[src/rtl/seg_scan_driver.sv]
// Multiplexed 7-segment display scanner: one-hot digit selects over a shared segment bus,
// with PWM brightness, blink, leading-zero suppression and frame-synchronous data updates.
module seg_scan_driver #(
  parameter int DIGITS         = 8,
  parameter int SCAN_DIV       = 50000,
  parameter int GUARD          = 2,
  parameter int BLINK_FRAMES   = 62,
  parameter bit SEG_ACTIVE_LOW = 1'b1,
  parameter bit SEL_ACTIVE_LOW = 1'b0
) (
  input  logic                  sclk,
  input  logic                  nrst,
  input  logic [4*DIGITS-1:0]   digits,
  input  logic [DIGITS-1:0]     dp,
  input  logic [DIGITS-1:0]     blink_mask,
  input  logic                  lz_en,
  input  logic [3:0]            bright,
  input  logic                  disp_en,
  input  logic                  load,
  output logic [DIGITS-1:0]     sel,
  output logic [7:0]            seg,
  output logic                  frame_done
);

  localparam int PWM_STEP = SCAN_DIV / 16;
  localparam int SW       = $clog2(SCAN_DIV);
  localparam int PW       = (PWM_STEP > 1) ? $clog2(PWM_STEP) : 1;
  localparam int DW       = $clog2(DIGITS);
  localparam int BW       = $clog2(BLINK_FRAMES + 1);

  localparam logic [SW-1:0]     SLOT_LAST  = SW'(SCAN_DIV - 1);
  localparam logic [SW-1:0]     GUARD_END  = SW'(GUARD);
  localparam logic [PW-1:0]     PWM_LAST   = PW'(PWM_STEP - 1);
  localparam logic [DW-1:0]     DIGIT_LAST = DW'(DIGITS - 1);
  localparam logic [BW-1:0]     BLINK_LAST = BW'(BLINK_FRAMES - 1);
  localparam logic [DIGITS-1:0] SEL_OFF    = SEL_ACTIVE_LOW ? '1 : '0;
  localparam logic [7:0]        SEG_OFF    = SEG_ACTIVE_LOW ? 8'hFF : 8'h00;
  localparam logic [3:0]        CODE_BLANK = 4'd10;

  // Active-high gfedcba pattern for each 4-bit character code.
  function automatic logic [6:0] seg_map(input logic [3:0] code);
    case (code)
      4'd0:    seg_map = 7'h3F;
      4'd1:    seg_map = 7'h06;
      4'd2:    seg_map = 7'h5B;
      4'd3:    seg_map = 7'h4F;
      4'd4:    seg_map = 7'h66;
      4'd5:    seg_map = 7'h6D;
      4'd6:    seg_map = 7'h7D;
      4'd7:    seg_map = 7'h07;
      4'd8:    seg_map = 7'h7F;
      4'd9:    seg_map = 7'h6F;
      4'd10:   seg_map = 7'h00;
      4'd11:   seg_map = 7'h40;
      4'd12:   seg_map = 7'h79;
      4'd13:   seg_map = 7'h50;
      4'd14:   seg_map = 7'h76;
      default: seg_map = 7'h38;
    endcase
  endfunction

  // Scan timing state
  logic [SW-1:0] slot_cnt;
  logic [PW-1:0] pwm_div;
  logic [3:0]    pwm;
  logic [DW-1:0] digit_idx;
  logic [BW-1:0] blink_cnt;
  logic          blink_phase;

  // Staging and active display data
  logic                      pending;
  logic [DIGITS-1:0][3:0]    stg_code;
  logic [DIGITS-1:0]         stg_dp;
  logic [DIGITS-1:0]         stg_blink;
  logic [DIGITS-1:0][3:0]    act_code;
  logic [DIGITS-1:0]         act_dp;
  logic [DIGITS-1:0]         act_blink;

  logic              slot_wrap;
  logic              frame_end;
  logic [DIGITS-1:0] lz_blank;
  logic              zero_run;
  logic [6:0]        char_pat;
  logic              sel_on;
  logic [DIGITS-1:0] sel_nxt;
  logic [7:0]        seg_nxt;

  assign slot_wrap = (slot_cnt == SLOT_LAST);
  assign frame_end = slot_wrap && (digit_idx == DIGIT_LAST);

  // NOTE: every sequential block uses non-blocking assignments so all registers
  // sample the same pre-edge values, regardless of block or statement order.
  always_ff @(posedge sclk or negedge nrst) begin
    if (!nrst) begin
      slot_cnt  <= '0;
      pwm_div   <= '0;
      pwm       <= '0;
      digit_idx <= '0;
    end else if (slot_wrap) begin
      slot_cnt  <= '0;
      pwm_div   <= '0;
      pwm       <= '0;
      digit_idx <= (digit_idx == DIGIT_LAST) ? '0 : digit_idx + 1'b1;
    end else begin
      slot_cnt <= slot_cnt + 1'b1;
      if (pwm_div == PWM_LAST) begin
        pwm_div <= '0;
        pwm     <= pwm + 1'b1;
      end else begin
        pwm_div <= pwm_div + 1'b1;
      end
    end
  end

  always_ff @(posedge sclk or negedge nrst) begin
    if (!nrst) begin
      blink_cnt   <= '0;
      blink_phase <= 1'b0;
    end else if (frame_end) begin
      if (blink_cnt == BLINK_LAST) begin
        blink_cnt   <= '0;
        blink_phase <= ~blink_phase;
      end else begin
        blink_cnt <= blink_cnt + 1'b1;
      end
    end
  end

  // NOTE: the code registers are reset (to blank) because the display must show a
  // defined pattern straight out of reset; plain storage arrays normally would not be.
  always_ff @(posedge sclk or negedge nrst) begin
    if (!nrst) begin
      pending   <= 1'b0;
      stg_code  <= {DIGITS{CODE_BLANK}};
      stg_dp    <= '0;
      stg_blink <= '0;
      act_code  <= {DIGITS{CODE_BLANK}};
      act_dp    <= '0;
      act_blink <= '0;
    end else begin
      if (load && !frame_end) begin
        stg_code  <= digits;
        stg_dp    <= dp;
        stg_blink <= blink_mask;
        pending   <= 1'b1;
      end
      // A load landing exactly on the boundary bypasses staging.
      if (frame_end) begin
        pending <= 1'b0;
        if (load) begin
          act_code  <= digits;
          act_dp    <= dp;
          act_blink <= blink_mask;
        end else if (pending) begin
          act_code  <= stg_code;
          act_dp    <= stg_dp;
          act_blink <= stg_blink;
        end
      end
    end
  end

  // NOTE: each always_comb assigns defaults to every output first, so no path
  // through the block leaves a variable unassigned and no latch is inferred.
  always_comb begin
    lz_blank = '0;
    zero_run = 1'b1;
    for (int k = DIGITS - 1; k >= 1; k--) begin
      zero_run    = zero_run & (act_code[k] == 4'd0);
      lz_blank[k] = zero_run;
    end
  end

  always_comb begin
    char_pat = seg_map(act_code[digit_idx]);
    if (lz_en && lz_blank[digit_idx]) begin
      char_pat = 7'h00;
    end
    seg_nxt = {act_dp[digit_idx], char_pat} ^ SEG_OFF;

    sel_on  = disp_en
           && (slot_cnt >= GUARD_END)
           && (pwm <= bright)
           && !(blink_phase && act_blink[digit_idx]);
    sel_nxt = sel_on ? (DIGITS'(1) << digit_idx) : '0;
  end

  // sel and seg share one register stage so they switch on the same edge.
  always_ff @(posedge sclk or negedge nrst) begin
    if (!nrst) begin
      sel        <= SEL_OFF;
      seg        <= SEG_OFF;
      frame_done <= 1'b0;
    end else begin
      sel        <= sel_nxt ^ SEL_OFF;
      seg        <= seg_nxt;
      frame_done <= frame_end;
    end
  end

endmodule

[config.mk]
export PLATFORM = sky130hd
export DESIGN_NAME = seg_scan_driver
export DESIGN_NICKNAME = d
export VERILOG_FILES = /design/src/rtl/seg_scan_driver.sv
export SDC_FILE = /design/constraint.sdc
export NUM_CORES = 1
export LEC_CHECK = 0
export BUFFER_PORTS_ARGS = -buffer_cell sky130_fd_sc_hd__buf_4
export CAP_MARGIN = 20
export CORE_MARGIN = 2
export CORE_UTILIZATION = 45
export CTS_BUF_LIST = sky130_fd_sc_hd__clkbuf_4
export DETAILED_ROUTE_END_ITERATION = 16
export GPL_TIMING_DRIVEN = 0
export MAX_ROUTING_LAYER = met4
export PLACE_DENSITY = 0.71
export SKIP_CTS_REPAIR_TIMING = 1
export SLEW_MARGIN = 10
export SYNTH_ARGS = -nofsm -noshare
export SYNTH_HDL_FRONTEND = slang
export SYNTH_SLANG_ARGS = --single-unit
[constraint.sdc]
create_clock -name sclk -period 2.4 [get_ports sclk]
set_input_delay 0.48 -clock sclk [delete_from_list [all_inputs] [get_ports sclk]]
set_output_delay 0.48 -clock sclk [all_outputs]
set_load 0.05 [all_outputs]
* Yosys cells after proc, flatten, opt, wreduce, memory -nomap -nowiden
Memories as Yosys holds them, arrays and structs flattened.
Cells that the tools add are included.
** Word-level totals
- Flip-flop bits (word level) :: 156
- Bits in read-only memories :: 112
- Memories :: 1
- Output and inout bits :: 17
- Word-level logic and storage cells :: 98
- Input port bits :: 57
** Memory list
- (no name shown) :: words 16, width 7, read ports 1, clocked after memory_dff 0, write ports 0, line 42 : case (code)
** Operators by class
- $lt $le $gt $ge :: 3
- Shift operators :: 1
- Reduce and logical (&&, ||, !) cells :: 21
- Bitwise operators :: 8
- Muxes and demuxes :: 25
- Equal/unequal tests :: 4
- Add/sub/neg operators :: 5
** Operators with widths (count)
- $mux W32 :: 2
- $mux W8 :: 5
- $logic_not A4 Y1 :: 7
- $mux W12 :: 2
- $add A16 B1 Y16 const B :: 1
- $eq A16 B16 Y1 const B :: 1
- $ge A16 B2 Y1 const B :: 1
- $mux W16 :: 1
- $add A12 B1 Y12 const B :: 1
- $bmux W4 S3 :: 1
- $eq A12 B12 Y1 const B :: 1
- $mux W4 :: 3
- $bmux W1 S3 :: 3
- $not A8 Y8 :: 1
- $shl A1 B3 Y8 const A :: 1
- $logic_and A1 B1 Y1 :: 7
- $mux W7 :: 1
- $add A6 B1 Y6 const B :: 1
- $and A1 B1 Y1 :: 6
- $eq A6 B6 Y1 const B :: 1
- $mux W6 :: 1
- $reduce_bool A2 Y1 :: 3
- $mux W1 :: 5
- $add A4 B1 Y4 const B :: 1
- 8 further kinds :: 10

* Longest topological paths before layout
- Depth after elaboration :: 12
- Gate-level depth with buffers :: 11
- Depth with buffers taken out :: 9

* Worst setup path after synthesis
Ideal clock, no wire load.
- Path type :: reg-to-reg
- Start point :: register digit_idx[0]
- End point :: register seg[5]
- Path buffers :: 2
- Setup slack :: -56 ps
- Arrival time :: 2354 ps
- Setup time :: 101 ps
- Period minus slack after synthesis :: 2456 ps
- Data required time :: 2299 ps
- Stages on the path, launching flop included :: 12
- Cell sequence :: dfrtp_1 > buf_2 > clkbuf_1 > mux4_2 > nand2_1 > and2_1 > inv_1 > ha_1 > inv_1 > nor2_1 > a211oi_1 > o21ai_0
** On the way
- Longest elaborated chain between the ends :: 5
- Elaborated cells on any way between the ends :: 8
- Classes of those cells :: 5 x mux; 1 x bitwise; 1 x reduce/logical; 1 x memory
** Ends and longest elaborated chain
- start, declared :: line 66 : logic [DW-1:0] digit_idx;
- start signal, assigned :: line 103 : digit_idx <= (digit_idx == DIGIT_LAST) ? '0 : digit_idx + 1'b1;
- $bmux W4 S3 or $bmux W1 S3 (tied branches) :: line 175, 176
- $mux W4 (not written as such) or $mux W1 (tied branches) :: line 175, 176
- $mem_v2 Z16 W7 or $logic_and A1 B1 Y1 (tied branches)
- $mux W7 * :: line 176 : if (lz_en && lz_blank[digit_idx]) begin
- $not A8 Y8 (no source line) *
- via seg_nxt[5] :: line 86 : logic [7:0] seg_nxt;
- end signal, assigned :: line 196 : seg <= seg_nxt;
- end, declared :: line 21 : output logic [7:0] seg,
The timed path passes the listed nets; every way through them passes the cells marked *. The select of a mux whose other input is x is not followed.
A chain may end at the register's enable or synchronous reset.

* Final worst setup path
- Start point :: register slot_cnt[0]
- End point :: register sel[3]
** On the way
- Longest elaborated chain between the ends :: 5
** Ends and longest elaborated chain
- start, declared :: line 63 : logic [SW-1:0] slot_cnt;
- start signal, assigned :: line 105 : slot_cnt <= slot_cnt + 1'b1;
- $ge A16 B2 Y1 :: line 182 : && (slot_cnt >= GUARD_END)
- $logic_and A1 B1 Y1 :: line 182
- $logic_and A1 B1 Y1 :: line 183 : && (pwm <= bright)
- $logic_and A1 B1 Y1 :: line 184 : && !(blink_phase && act_blink[digit_idx]);
- $mux W8 :: line 185 : sel_nxt = sel_on ? (DIGITS'(1) << digit_idx) : '0;
- via sel_nxt[3] :: line 85 : logic [DIGITS-1:0] sel_nxt;
- end signal, assigned :: line 195 : sel <= sel_nxt ^ SEL_OFF;
- end, declared :: line 20 : output logic [DIGITS-1:0] sel,
The timed path passes the listed nets, and every way through them passes these cells.

==> reports/qor.txt <==
die height: 133 um
Inst Count DP: 949
Max Clock Skew: 0.0371 ns
Slew HR: 41.3%
asr flop ratio synth: 100%
max incr delay on CP: 0.52 ns
crit path kind: reg2reg
Max Clock Freq: 420 MHz
PwrDens: 557 nW/um^2
Die Area: 17800 sq um
fraction of layout instances using a drive strength above 1: 33.5%
initial antenna violation count: 0
status: finished clean
setup violators final: 0
post-detail-place hpwl: 11300 um
CTS tree: yes
Worst-Margin Slew: 0.879 ns
clk_lat worst skew: 0.60 ns
CP bufs+invs: 2
Final #Nets: 838
Synth area leader: dfrtp_1
Num CTS Buffers: 17
final instance area: 8950 sq um
worst hold start: digits[9]
R2R Setup Slk: 0.02 ns
Congestion Overflow GR: 0
RR Startpoint: slot_cnt[0]
Worst path slowest cell: or4_1
Main synth FF type: dfrtp_1
Antenna Violating Nets Remaining: 0
syn_area_per_cell: 11.5 sq um
H-Tree Depth: 4
Min-Delay Path Class: in2reg
Critical Path Sink Type: flip-flop
Worst Path Required: 2.83 ns
Ports: 74
post-route minimum period: 2.38 ns
IR drop worst, VDD: 0.301 mV
Hold Path Depth: 2
area grow syn2layout: 18.7%
CP max FO: 8
R2R Path End: sel[3]
TritonCTS Sinks: 156
Cell variety after synth: 43
clk buf depth: 2
final core occ: 54.4%
GP Congestion: 0.840
drt initial violations: 353
placed cell area: 8390 sq um
crit-path cells: inv_1 -> ha_2 -> or4_1 -> or4_4 -> o41ai_4 -> buf_6 -> nor4_1
CTS Root Cell: clkbuf_4
1st-pass router iterations: 4
Yosys top cell area share: 38.5%
Final Hold Viols: 0
first-pass GRT wire length: 26200 um
Leak Pwr: 4.08 nW
DR vias: 5245
R2R cell count: 7
vias in the first global route: 5462
Max-cap violations: 0
routed len/inst: 16.2 um
top cells by area, synth: dfrtp_1 (38%), dfstp_2 (14%), mux2i_1 (7.4%), nor2_1 (4.4%), mux2_2 (4.2%)
Port Buffers: 72
Post-Syn Nets: 735
Worst path top cell family by delay: simple AND/OR/NAND/NOR gates
Worst Setup SP: slot_cnt[0]
dpl ws: -0.396 ns
GRT Overall Usage: 19.2%
startpoint types: flip-flop
number of synthesized flops with an enable pin: 0
Site Rows: 47
Core ar.: 16500 sq um
mapped cell area: 7540 sq um
Final period util: 99.2%
drt drc: 0
# diodes: 0
Initial Utilization: 45.8%
WL final: 16100 um
clock-pin slew on the worst setup and hold paths: 0.16 ns
via/cell ratio: 5.29
pin count of the biggest net entering global routing: 91
Yosys warning total: 0
register area share after synthesis: 52.4%
WHS Endpoint: stg_code[9]
Die W: 133 um
RSZ-0062 raised after global routing: yes
data arrival time of the worst path: 2.81 ns
FF+latch count, synth: 156
Total Negative Setup Slacks: 0 ns
Slew Viols, Final: 0
Worst Slack Setup Final: 0.0195 ns
final non-filler cell total: 992
Cells after Synth: 656
==> metal layers <==
layer	vias up	global-route usage, %	share of wire (%)	routed length (um)
met4	0	6.86	1.4	227
li1	2508	-	-	-
met5	-	-	0	0
met1	2587	24.1	45	7240
met2	128	30.5	49	7860
met3	22	4.64	4.8	767
==> how the worst max path moves through the flow <==
| stage | slack [ns] | depth (start not counted) | end |
|---|---|---|---|
| 3_3_place_gp | -0.37 | 11 | seg[5] |
| 4_1_cts | -0.42 | 11 | seg[5] |
| 6_report | 0.02 | 7 | sel[3] |
| 3_5_place_dp | -0.40 | 11 | seg[5] |
| 5_1_grt | -0.07 | 7 | sel[7] |
| 2_1_floorplan | 0.09 | 11 | seg[5] |
==> sequential cells by signal (all words and copies together), names as in the netlist, 3 cells and up <==
register   count
seg            8
slot_cnt      16
act_blink      8
stg_blink      8
stg_dp         8
sel            8
act_dp         8
act_code      32
pwm            4
stg_code      32
pwm_div       12
blink_cnt      6
digit_idx      3
==> final cells by class <==
| cell class | instances | area (sq um) |
|---|---|---|
| fillers | 1429 | 7510 |
| plain buffers | 33 | 228 |
| flip-flops and latches | 156 | 3960 |
| clock inverters | 14 | 110 |
| well taps | 220 | 275 |
| inverters | 22 | 82.6 |
| clock buffers | 18 | 135 |
| multi-input cells | 443 | 3470 |
| repair buffers | 86 | 697 |
==> through the flow <==
step                      total power, mW  hold WS, ns
after floorplan                      3.32        0.184
after global placement               3.54        0.456
after detailed placement             3.58        0.461
after CTS                            5.02       -0.201
after global routing                 5.22       0.0559
final                                4.99        0.106
==> report_power, final <==
part	switching, mW	leakage [nW]	internal [mW]
Clock	1.00	0.130	0.438
Combinational	0.322	2.06	0.314
Sequential	0.0854	1.89	2.82
Total	1.41	4.08	3.57
==> cell families after synthesis <==
kind of cell | after synthesis | share of synthesized area, %
buffers and inverters | 57 | 3.27
adders and majority gates | 22 | 3.65
muxes | 116 | 19.2
DFF | 156 | 52.4
xor gates and xnor gates | 28 | 3.25
and+or+nand+nor | 194 | 12.1
AOI/OAI and AO/OA | 83 | 6.16
==> cells in the final DEF, fill, tap and decap left out, drive strengths merged, types with 8 or more instances in the layout <==
cell / n
nand2: 31
dfstp: 40
dfrtp: 116
o21ai: 15
ha: 22
xnor2: 17
inv: 28
mux4: 12
xor2: 11
nand4: 8
clkbuf: 39
a21oi: 52
nor4: 19
nor2: 89
mux2: 48
mux2i: 56
buf: 97
nand3: 20
==> Yosys cell counts, types with 4 or more instances <==
cell / n
dfrtp_1: 116
nor2_1: 89
mux2i_1: 56
a21oi_1: 52
dfstp_2: 40
nand2_1: 31
mux2_2: 28
clkbuf_1: 23
ha_1: 22
inv_1: 22
mux2_4: 20
nand3_1: 19
nor4_1: 18
xnor2_1: 17
o21ai_0: 15
mux4_2: 12
xor2_1: 11
buf_2: 8
nand4_1: 8
nor3_1: 5
o211ai_1: 5
and3_1: 4
nor2b_1: 4
Power figures use the tool's default switching activity.
